===== src/rtl/debounce_multi.sv =====
`default_nettype none
// ============================================================================
// Module   : debounce_multi
// Purpose  : N_CH independent push-button debouncers. Each channel has a
//            2-FF synchroniser, a stability-count FSM, a registered debounced
//            level and one-cycle press/release pulses.
// Options  : define LONG_PRESS_EN to build the per-channel hold counter that
//            fires a one-cycle long_press pulse after LONG_CNT held cycles.
//            Without it long_press is tied to 0.
// Revision : 1.0 - initial release
// ============================================================================
module debounce_multi #(
  parameter int N_CH       = 4,
  parameter int STABLE_CNT = 3,
  parameter int LONG_CNT   = 100,
  parameter int CNT_W      = 8
) (
  input  logic            clk,
  input  logic            rst,
  input  logic [N_CH-1:0] input_btn,
  output logic [N_CH-1:0] output_btn,
  output logic [N_CH-1:0] press_pulse,
  output logic [N_CH-1:0] release_pulse,
  output logic [N_CH-1:0] long_press
);

  typedef enum logic [1:0] {
    IDLE         = 2'd0,
    PRESS_WAIT   = 2'd1,
    PRESSED      = 2'd2,
    RELEASE_WAIT = 2'd3
  } state_t;

  localparam logic [CNT_W-1:0] STABLE_LAST = CNT_W'(STABLE_CNT - 1);
  localparam logic [CNT_W-1:0] CNT_ONE     = {{(CNT_W-1){1'b0}}, 1'b1};

  // Reject parameter sets whose counters could overflow or never qualify.
  generate
    if ((N_CH < 1) || (STABLE_CNT < 2) || (LONG_CNT < 1) ||
        ((64'd1 << CNT_W) <= 64'(STABLE_CNT)) || ((64'd1 << CNT_W) <= 64'(LONG_CNT))) begin : g_param_check
      $error("debounce_multi: illegal parameter combination");
    end
  endgenerate

  generate
    for (genvar i = 0; i < N_CH; i++) begin : g_ch
      logic             s1, s2;
      state_t           state, state_nx;
      logic [CNT_W-1:0] cnt, cnt_nx;
      logic             level, level_nx;
      logic             press_r, press_nx;
      logic             release_r, release_nx;

      // Two-flop synchroniser for the asynchronous button input.
      always_ff @(posedge clk) begin
        if (rst) begin
          s1 <= 1'b0;
          s2 <= 1'b0;
        end else begin
          s1 <= input_btn[i];
          s2 <= s1;
        end
      end

      // FSM state, qualification counter and registered outputs.
      always_ff @(posedge clk) begin
        if (rst) begin
          state     <= IDLE;
          cnt       <= '0;
          level     <= 1'b0;
          press_r   <= 1'b0;
          release_r <= 1'b0;
        end else begin
          state     <= state_nx;
          cnt       <= cnt_nx;
          level     <= level_nx;
          press_r   <= press_nx;
          release_r <= release_nx;
        end
      end

      // Next-state logic: a change is accepted only after STABLE_CNT equal samples.
      always_comb begin
        state_nx   = state;
        cnt_nx     = cnt;
        level_nx   = level;
        press_nx   = 1'b0;
        release_nx = 1'b0;
        case (state)
          IDLE: begin
            if (s2) begin
              state_nx = PRESS_WAIT;
              cnt_nx   = CNT_ONE;
            end
          end
          PRESS_WAIT: begin
            if (!s2) begin
              state_nx = IDLE;
              cnt_nx   = '0;
            end else if (cnt == STABLE_LAST) begin
              state_nx = PRESSED;
              level_nx = 1'b1;
              press_nx = 1'b1;
              cnt_nx   = '0;
            end else begin
              cnt_nx = cnt + 1'b1;
            end
          end
          PRESSED: begin
            if (!s2) begin
              state_nx = RELEASE_WAIT;
              cnt_nx   = CNT_ONE;
            end
          end
          RELEASE_WAIT: begin
            if (s2) begin
              state_nx = PRESSED;
              cnt_nx   = '0;
            end else if (cnt == STABLE_LAST) begin
              state_nx   = IDLE;
              level_nx   = 1'b0;
              release_nx = 1'b1;
              cnt_nx     = '0;
            end else begin
              cnt_nx = cnt + 1'b1;
            end
          end
          default: begin
            state_nx = IDLE;
            cnt_nx   = '0;
          end
        endcase
      end

      assign output_btn[i]    = level;
      assign press_pulse[i]   = press_r;
      assign release_pulse[i] = release_r;

`ifdef LONG_PRESS_EN
      localparam logic [CNT_W-1:0] LONG_MAX  = CNT_W'(LONG_CNT);
      localparam logic [CNT_W-1:0] LONG_LAST = CNT_W'(LONG_CNT - 1);
      logic [CNT_W-1:0] hold;
      logic             long_r;

      // Hold counter: runs while PRESSED, saturates at LONG_CNT, clears otherwise.
      always_ff @(posedge clk) begin
        if (rst) begin
          hold   <= '0;
          long_r <= 1'b0;
        end else begin
          long_r <= 1'b0;
          if ((state == PRESSED) && s2) begin
            if (hold != LONG_MAX) begin
              hold   <= hold + 1'b1;
              long_r <= (hold == LONG_LAST);
            end
          end else begin
            hold <= '0;
          end
        end
      end

      assign long_press[i] = long_r;
`else
      assign long_press[i] = 1'b0;
`endif
    end
  endgenerate

endmodule
`default_nettype wire


===== config.mk =====
export PLATFORM = sky130hd
export DESIGN_NAME = debounce_multi
export DESIGN_NICKNAME = d
export VERILOG_FILES = /design/src/rtl/debounce_multi.sv
export SDC_FILE = /design/constraint.sdc
export NUM_CORES = 1
export LEC_CHECK = 0
export CAP_MARGIN = 25
export CELL_PAD_IN_SITES_DETAIL_PLACEMENT = 0
export CELL_PAD_IN_SITES_GLOBAL_PLACEMENT = 2
export CORE_ASPECT_RATIO = 1.25
export CORE_MARGIN = 1.5
export CORE_UTILIZATION = 36
export DETAILED_ROUTE_END_ITERATION = 8
export PLACE_DENSITY_LB_ADDON = 0.1
export SYNTH_ARGS = -nofsm -noshare
export SYNTH_HDL_FRONTEND = slang
export SYNTH_SLANG_ARGS = --single-unit

===== constraint.sdc =====
create_clock -name clk -period 2.3 [get_ports clk]
set_input_delay 0.46 -clock clk [delete_from_list [all_inputs] [get_ports clk]]
set_output_delay 0.46 -clock clk [all_outputs]
set_load 0.03 [all_outputs]

# Word level (Yosys, flattened, before mapping)
# Cells that the tools add are included.
# totals
word_cells,196
output_inout_bits,16
input_bits,6
reg_bits,60
# op_classes
n_mux,76
n_eq_ne,48
reduce_logical,28
n_addsub,4
bitwise,12
# ops
cell,n
$mux W8,20
$pmux W8 S4,4
$mux W2,24
$ne A2 B2 Y1 const B,24
$add A8 B1 Y8 const B,4
$eq A8 B2 Y1 const B,4
$pmux W2 S4,4
$ne A3 B3 Y1 const B,8
$reduce_or A3 Y1,8
$mux W1,20
$reduce_and A5 Y1,4
$eq A2 B2 Y1 const B,8
$reduce_and A4 Y1,4
$not A1 Y1,12
$eq A2 B1 Y1 const B,4
$logic_not A2 Y1,4
$pmux W1 S2,4
$reduce_and A2 Y1,4
$reduce_bool A2 Y1,4

# Logic depth before layout (Yosys ltp)
# Gate-level depths: netlist of the first run.
# logic_depth
depth_word,4
ltp_mapped,7
ltp_nobuf,6

# Worst setup path before layout of the first run
# No wires, ideal clock.
# synth_path
kind,register to register
start,register g_ch[0].cnt[0]
end,register g_ch[0].cnt[5]
arrival_ns,1.666
stages_incl_launch_ff,8
period_less_slack_ns,1.782
path_buffers,1
t_required_ns,2.183
setup_ns,0.117
setup_slack_ns,0.518
path_cell_list,dfxtp_1 -> inv_1 -> ha_1 -> or4b_4 -> o2111a_1 -> buf_6 -> a21o_1 -> a22o_1
# synth_via
elab_chain_len,4
word_cells_on_any_way,6
classes_between,add/sub: 1; eq/ne: 1; mux: 4
# synth_rtl
element,line_no,text
"start, declared",49,"logic [CNT_W-1:0] cnt, cnt_nx;"
"start signal, assigned",75,cnt <= cnt_nx;
$add A8 B1 Y8 / $eq A8 B2 Y1 (equally long branches),--,
$mux W8 (*),"100, 119",
"$mux W8, on equally long branches","116, 97",
$pmux W8 S4 (*),89,case (state)
# Mark *: on every way between the ends. The rest lies on a longest branch, timed or not.
# A chain may end at the register's enable or synchronous reset.

# Worst setup path after layout of the first run
# Same ends and word-level chain as after synthesis.

==> results of run 1 <==
-- sequential cells by signal, indices dropped and copies added (netlist names), named ones only --
| register | count |
|---|---|
| g_ch.press_r | 4 |
| g_ch.state | 4 |
| g_ch.s2 | 4 |
| g_ch.release_r | 4 |
| g_ch.level | 4 |
| g_ch.cnt | 32 |
| g_ch.s1 | 4 |
-- per-layer routing --
layer | track usage | wire length, um
met3 | 0.0241 | 102
met2 | 0.241 | 2680
met5 | 0 | 0
met4 | 0.0900 | 138
met1 | 0.167 | 2660
-- power groups by stage --
stage                     sequential (mW)  combinational, mW  clock, mW
after floorplan                      1.10              0.107          0
after global placement               1.11              0.127          0
after detailed placement             1.11              0.128          0
after CTS                            1.08              0.129       1.08
after global routing                 1.09              0.140       1.12
final                                1.08              0.127       1.05
-- Yosys cell counts, drive strengths merged, types with 3 or more instances --
cell type	n	area, um2
a211oi	3	27.5
a21oi	19	95.1
a22o	6	52.6
a31oi	18	113
a41oi	4	35.0
and2	3	18.8
and3	9	56.3
and4	3	26.3
buf	20	146
clkbuf	9	33.8
dfxtp	60	1200
ha	8	100
inv	11	41.3
mux2i	8	80.1
nand2	17	63.8
nand2b	9	56.3
nand3	15	75.1
nor2	11	41.3
nor2b	11	68.8
nor3	6	30.0
nor3b	3	22.5
nor4	3	18.8
nor4b	4	41.3
o21ai	8	40.0
or3	7	43.8
xnor2	7	61.3
xor2	4	35.0
-- kinds of logic after synthesis --
family,share of synthesized area
AOI/OAI and AO/OA,0.181
xor gates and xnor gates,0.0341
adders and majority gates,0.0354
buffers and inverters,0.0784
DFF,0.425
muxes,0.0284
other,0.00133
and+or+nand+nor,0.216
-- final cells by class --
type / instances / area, um2 / share of cell area
multi-input cells: 209 / 1410 / 0.440
well taps: 92 / 115 / 0.0359
clock buffers: 11 / 141 / 0.0441
clock inverters: 5 / 75.1 / 0.0234
inverters: 11 / 41.3 / 0.0129
repair buffers: 24 / 223 / 0.0694
flip-flops and latches: 60 / 1200 / 0.374
-- worst paths after layout --
path / from / to / slack, ns / cells after the start
max reg2reg: g_ch[0].cnt[0] / g_ch[0].cnt[5] / 0.41 / 6
min reg2reg: g_ch[3].s1 / g_ch[3].s2 / 0.43 / 1
min: g_ch[3].s1 / g_ch[3].s2 / 0.43 / 1
max: g_ch[0].cnt[0] / g_ch[0].cnt[5] / 0.41 / 6
-- per-stage QoR --
step | instance area (um2) | hold slack, ns | utilization
6_report | 3210 | 0.432 | 0.429
5_1_grt | 3210 | 0.461 | 0.429
4_1_cts | 3210 | 0.441 | 0.429
3_5_place_dp | 2990 | 0.427 | 0.400
3_3_place_gp | 2990 | 0.424 | 0.400
2_1_floorplan | 2840 | 0.414 | -
-- worst max-delay path, delay by kind of cell (launching register included) --
kind                     cells  cell delay [ns]
AO/OA/AOI/OAI                3             0.78
AND/OR/NAND/NOR              1             0.46
flip-flops                   1             0.36
adder cells (fa/ha/maj)      1             0.13
buffers and inverters        1             0.08
==> flow_metrics.env, run 1 <==
export IMPL_cts_made_buffers=9
export IMPL_avgRoutedWirePerCell_um=13.5
export IMPL_core_area_mm2=0.00749
export IMPL_cts_tree="built"
export IMPL_place_ws_ns=0.186
export IMPL_groute_usage_overall=0.144
export IMPL_areal_power_density_over_the_cells_mw_per_mm2=705
export IMPL_clock_latency_ns=0.34
export IMPL_tns_ns=0
export IMPL_fp_dieArea_mm2=0.00839
export IMPL_die_height_um=102
export IMPL_cp_slowest_stage_delay_ns=0.46
export IMPL_finalWeightedCongestion=0.709
export IMPL_internal_power_mw=1.75
export IMPL_fin_crit_ns=1.89
export IMPL_criticalPathCategory="flip-flop to flip-flop"
export IMPL_yosys_warnings=0
export IMPL_power_static_leakage_nw=1.24
export IMPL_numPlacedInstances=396
export IMPL_post_synth_num_cell_types=44
export IMPL_overflow=0
export IMPL_wire_length_of_the_first_global_routing_pass_um=9110
export IMPL_critical_path_arrival_ns=2.13
export IMPL_starting_density_of_the_core=0.377
export IMPL_grt_start_max_net_pins=20
export IMPL_layout_drive_gt1_share=0.0906
export IMPL_clk_transition_reported_paths_ns=0.07
export IMPL_cts_htree_levels=3
export IMPL_report_final_slew_viol_count=0
export IMPL_cell_count_after_synthesis=306
export IMPL_post_drt_via_cell_ratio=5.25
export IMPL_hold_buffers=0
export IMPL_cts_root_buf="clkbuf_8"
export IMPL_holdCritPathClass="flip-flop to flip-flop"
export IMPL_share_comb_of_total_power=0.056
export IMPL_ios=22
export IMPL_final_instance_count_excl_fill=412
export IMPL_filler_cell_count=773
export IMPL_cts_setup_buffers=0
export IMPL_detail_route_first_pass_iterations=5
export IMPL_mean_instance_size_in_the_synthesized_netlist_um2=9.23
export IMPL_share_seq_of_total_power=0.479
export IMPL_detail_route_iter0_violations=66
export IMPL_final_setup_skew_ns=0.00812
export IMPL_number_of_enable_flip_flop_cells_after_synthesis=0
export IMPL_fin_ws_ns=0.406
export IMPL_antennaDiodeCount=0
export IMPL_start_kind="flip-flop"
export IMPL_synth_seq_area_share=0.425
export IMPL_maxCapViolations=0
export IMPL_design_final_nets=329
export IMPL_placement_io_buffers=17
export IMPL_layout_common_cells="dfxtp_1, a21oi_1, a31oi_1"
export IMPL_worstSetupEndpointType="flip-flop"
export IMPL_cp_cell_sequence="inv_1 -> ha_1 -> or4b_4 -> o2111a_1 -> a21o_1 -> a22o_1"
export IMPL_grt_pass1_vias=1998
export IMPL_vdd_drop_max_mv=0.283
export IMPL_yosys_register_bits=60
export IMPL_setup_viol_count_final=0
export IMPL_switchingPower_mw=0.515
export IMPL_hpwlAfterDp_um=3920
export IMPL_post_route_drc_count=0
export IMPL_area_delta_synth_final_pct=13.6
export IMPL_cts_buffer_depth=2
export IMPL_timing_critical_path_fanout_max=11
export IMPL_drt_antenna_violating_nets=0
export IMPL_clock_sink_count=60
export IMPL_rsz_0062_raised_after_global_routing="false"
export IMPL_synth_area_mm2=0.00282
export IMPL_postSynth_topFlopCell="dfxtp_1"
export IMPL_status="finished clean"
export IMPL_critPathRequiredTime_ns=2.53
export IMPL_power_share_clock=0.465
export IMPL_vias_after_detailed_routing=2163
export IMPL_initial_antenna_violation_count=0
export IMPL_report_power_total_mw=2.26
export IMPL_fin_crit_sh=0.824
export IMPL_most_common_library_cell_in_the_layout_ignoring_fill_and_taps="dfxtp_1"
export IMPL_max_freq_mhz=528
export IMPL_postSynth_asyncResetShare=0
export IMPL_netSwitchingFraction=0.228
export IMPL_row_count=35
export IMPL_die_width_um=82.2
export IMPL_cts_repair_resized=0
export IMPL_routed_wirelength_um=5580
export IMPL_total_count_of_hold_check_failures_in_the_final_report=0
export IMPL_timing_critical_path_slowest_stage_cell="or4b_4"
No activity file was read; power rests on OpenSTA's default activity.
==> inputs of run 2 (changes only) <==
- clock period: 2.3 -> 1.95 ns (I/O delays scaled with it)
==> run 2 against run 1 <==
Compared with the run above: non-clock buffer count grew 15; design area is 2.7% higher; cell count is 3.4% higher; first-iteration DRC count stayed put; register-to-register slack worse by 0.25 ns; global-route usage grew 0.27 points; die area stayed put; critical path type unchanged; critical endpoint is now g_ch[2].cnt[4]; largest power group unchanged.
==> flow_metrics.env, run 2 (synthesis results as in run 1) <==
export IMPL_status="finished clean"
export IMPL_timing_critical_path_fanout_max=8
export IMPL_ios=22
export IMPL_groute_usage_overall=0.147
export IMPL_die_height_um=102
export IMPL_holdCritPathClass="flip-flop to flip-flop"
export IMPL_cp_cell_sequence="inv_1 -> ha_1 -> or4b_4 -> o2111a_1 -> buf_4 -> a21oi_1 -> a31oi_1"
export IMPL_rsz_0062_raised_after_global_routing="false"
export IMPL_start_kind="flip-flop"
export IMPL_worstSetupEndpointType="flip-flop"
export IMPL_cts_tree="built"
export IMPL_criticalPathCategory="flip-flop to flip-flop"
export IMPL_wire_length_of_the_first_global_routing_pass_um=9200
export IMPL_clock_sink_count=60
export IMPL_starting_density_of_the_core=0.377
export IMPL_post_route_drc_count=0
export IMPL_critPathRequiredTime_ns=2.18
export IMPL_cts_buffer_depth=2
export IMPL_setup_worst_path_start="g_ch[2].cnt[0]"
export IMPL_critical_path_arrival_ns=2.02
export IMPL_hpwlAfterDp_um=3980
export IMPL_row_count=35
export IMPL_maxCapViolations=0
export IMPL_wirelength_met1_um=2670
export IMPL_initial_antenna_violation_count=0
export IMPL_power_static_leakage_nw=1.31
export IMPL_cts_setup_buffers=0
export IMPL_area_delta_synth_final_pct=16.7
export IMPL_reg2reg_end="g_ch[2].cnt[4]"
export IMPL_total_count_of_hold_check_failures_in_the_final_report=0
export IMPL_max_freq_mhz=558
export IMPL_reg2reg_path_depth=7
export IMPL_detail_route_iter0_violations=66
export IMPL_avgRoutedWirePerCell_um=13.1
export IMPL_worst_setup_path_endpoint="g_ch[2].cnt[4]"
export IMPL_highest_signal_layer="met4"
export IMPL_seq_area_mm2=0.00120
export IMPL_vias_after_detailed_routing=2188
export IMPL_internal_reg_to_reg_setup_slack_ns=0.16
export IMPL_areal_power_density_over_the_cells_mw_per_mm2=763
export IMPL_fp_dieArea_mm2=0.00839
export IMPL_setup_viol_count_final=0
export IMPL_wl_met3_um=113
export IMPL_source_of_the_worst_register_to_register_timing_path="g_ch[2].cnt[0]"
export IMPL_fin_crit_sh=0.919
export IMPL_drt_antenna_violating_nets=0
export IMPL_design_final_nets=344
export IMPL_detail_route_first_pass_iterations=4
export IMPL_overflow=0
export IMPL_clock_latency_ns=0.34
export IMPL_placement_io_buffers=17
export IMPL_area_of_the_multi_input_gates_mm2=0.00141
export IMPL_cts_made_buffers=9
export IMPL_cts_htree_levels=3
export IMPL_cts_root_buf="clkbuf_8"
export IMPL_critical_path_depth=7
export IMPL_clk_transition_reported_paths_ns=0.07
export IMPL_report_final_slew_viol_count=0
export IMPL_critical_path_top_delay_family="compound AO/OA/AOI/OAI gates"
export IMPL_timing_critical_path_slowest_stage_cell="or4b_4"
export IMPL_antennaDiodeCount=0
export IMPL_layout_common_cells="dfxtp_1, buf_4, a21oi_1"
export IMPL_finalWeightedCongestion=0.704
export IMPL_crit_buf_inv=2
export IMPL_min_path_cells=1
export IMPL_die_width_um=82.2
export IMPL_largest_reg_flops=32
export IMPL_cp_slowest_stage_delay_ns=0.46
export IMPL_report_power_total_mw=2.51
export IMPL_core_area_mm2=0.00749
export IMPL_most_common_library_cell_in_the_layout_ignoring_fill_and_taps="dfxtp_1"
export IMPL_fin_crit_ns=1.79
export IMPL_layout_drive_gt1_share=0.132
export IMPL_grt_pass1_vias=1990
export IMPL_final_setup_skew_ns=0.00908
export IMPL_filler_cell_count=761
export IMPL_routed_wirelength_um=5580
export IMPL_tns_ns=0
export IMPL_grt_start_max_net_pins=15
export IMPL_largest_register="g_ch.cnt"
export IMPL_vdd_drop_max_mv=0.314
export IMPL_post_drt_via_cell_ratio=5.14
export IMPL_met2RoutedLength_um=2640
==> run 2: cell count changes in the layout (fill, tap and decap cells not counted) <==
cell / before / now
clkbuf_8: 10 / 13
bufinv_16: 2 / 0
o2111a_2: 0 / 1
o2111a_1: 2 / 1
buf_4: 7 / 22
clkinv_2: 3 / 1
==> run 2: cell type report <==
class / instances / area share
multi-input combinational: 209 / 0.429
sequential: 60 / 0.365
timing repair buffer: 39 / 0.102
clock buffer: 14 / 0.0554
tap: 92 / 0.0349
inverter: 11 / 0.0125
clock inverter: 1 / 0.00152
==> run 2: per-layer routing <==
metal | vias to the layer above | GRT usage
met4 | 0 | 0.0978
met5 | - | 0
met1 | 1013 | 0.178
li1 | 1143 | -
met3 | 11 | 0.0268
met2 | 21 | 0.233
==> run 2: report_power, final <==
| part | internal [mW] | switching, mW | total [mW] |
|---|---|---|---|
| sequential | 1.25 | 0.0213 | 1.27 |
| clock | 0.592 | 0.481 | 1.07 |
| combinational | 0.0725 | 0.0952 | 0.168 |
==> run 2: per-stage QoR <==
step,cells,instance area (um2),utilization,setup slack (ns),hold WS [ns]
final,426,3290,0.440,0.158,0.440
after floorplan,309,2840,-,0.168,0.414
after CTS,426,3290,0.440,0.0980,0.440
after global routing,426,3290,0.440,0.0528,0.460
after global placement,411,3110,0.415,0.0399,0.422
after detailed placement,411,3110,0.415,-0.0180,0.426
==> run 2: how the worst min path moves through the flow <==
stage	from	endpoint	slack [ns]
after floorplan	g_ch[0].s1	g_ch[0].s2	0.41
after global placement	g_ch[3].s1	g_ch[3].s2	0.42
after detailed placement	g_ch[2].s1	g_ch[2].s2	0.43
after CTS	g_ch[2].s1	g_ch[2].s2	0.44
after global routing	g_ch[2].s1	g_ch[2].s2	0.46
final	g_ch[2].s1	g_ch[2].s2	0.44
==> run 2: worst reg2reg max path, delay by kind of cell, from the launching register on <==
kind / cells / cell delay, ns
buf+inv: 2 / 0.24
compound gates: 3 / 0.55
fa+ha+maj: 1 / 0.13
simple gates: 1 / 0.46
flops: 1 / 0.31
==> run 2: what timing repair did <==
item / 4_1_cts / 5_1_grt
gates resized for setup: 0 / 1
hold buffers: 0 / 0
endpoints found under the setup margin: 0 / 1
endpoints found under the hold margin: 0 / 0
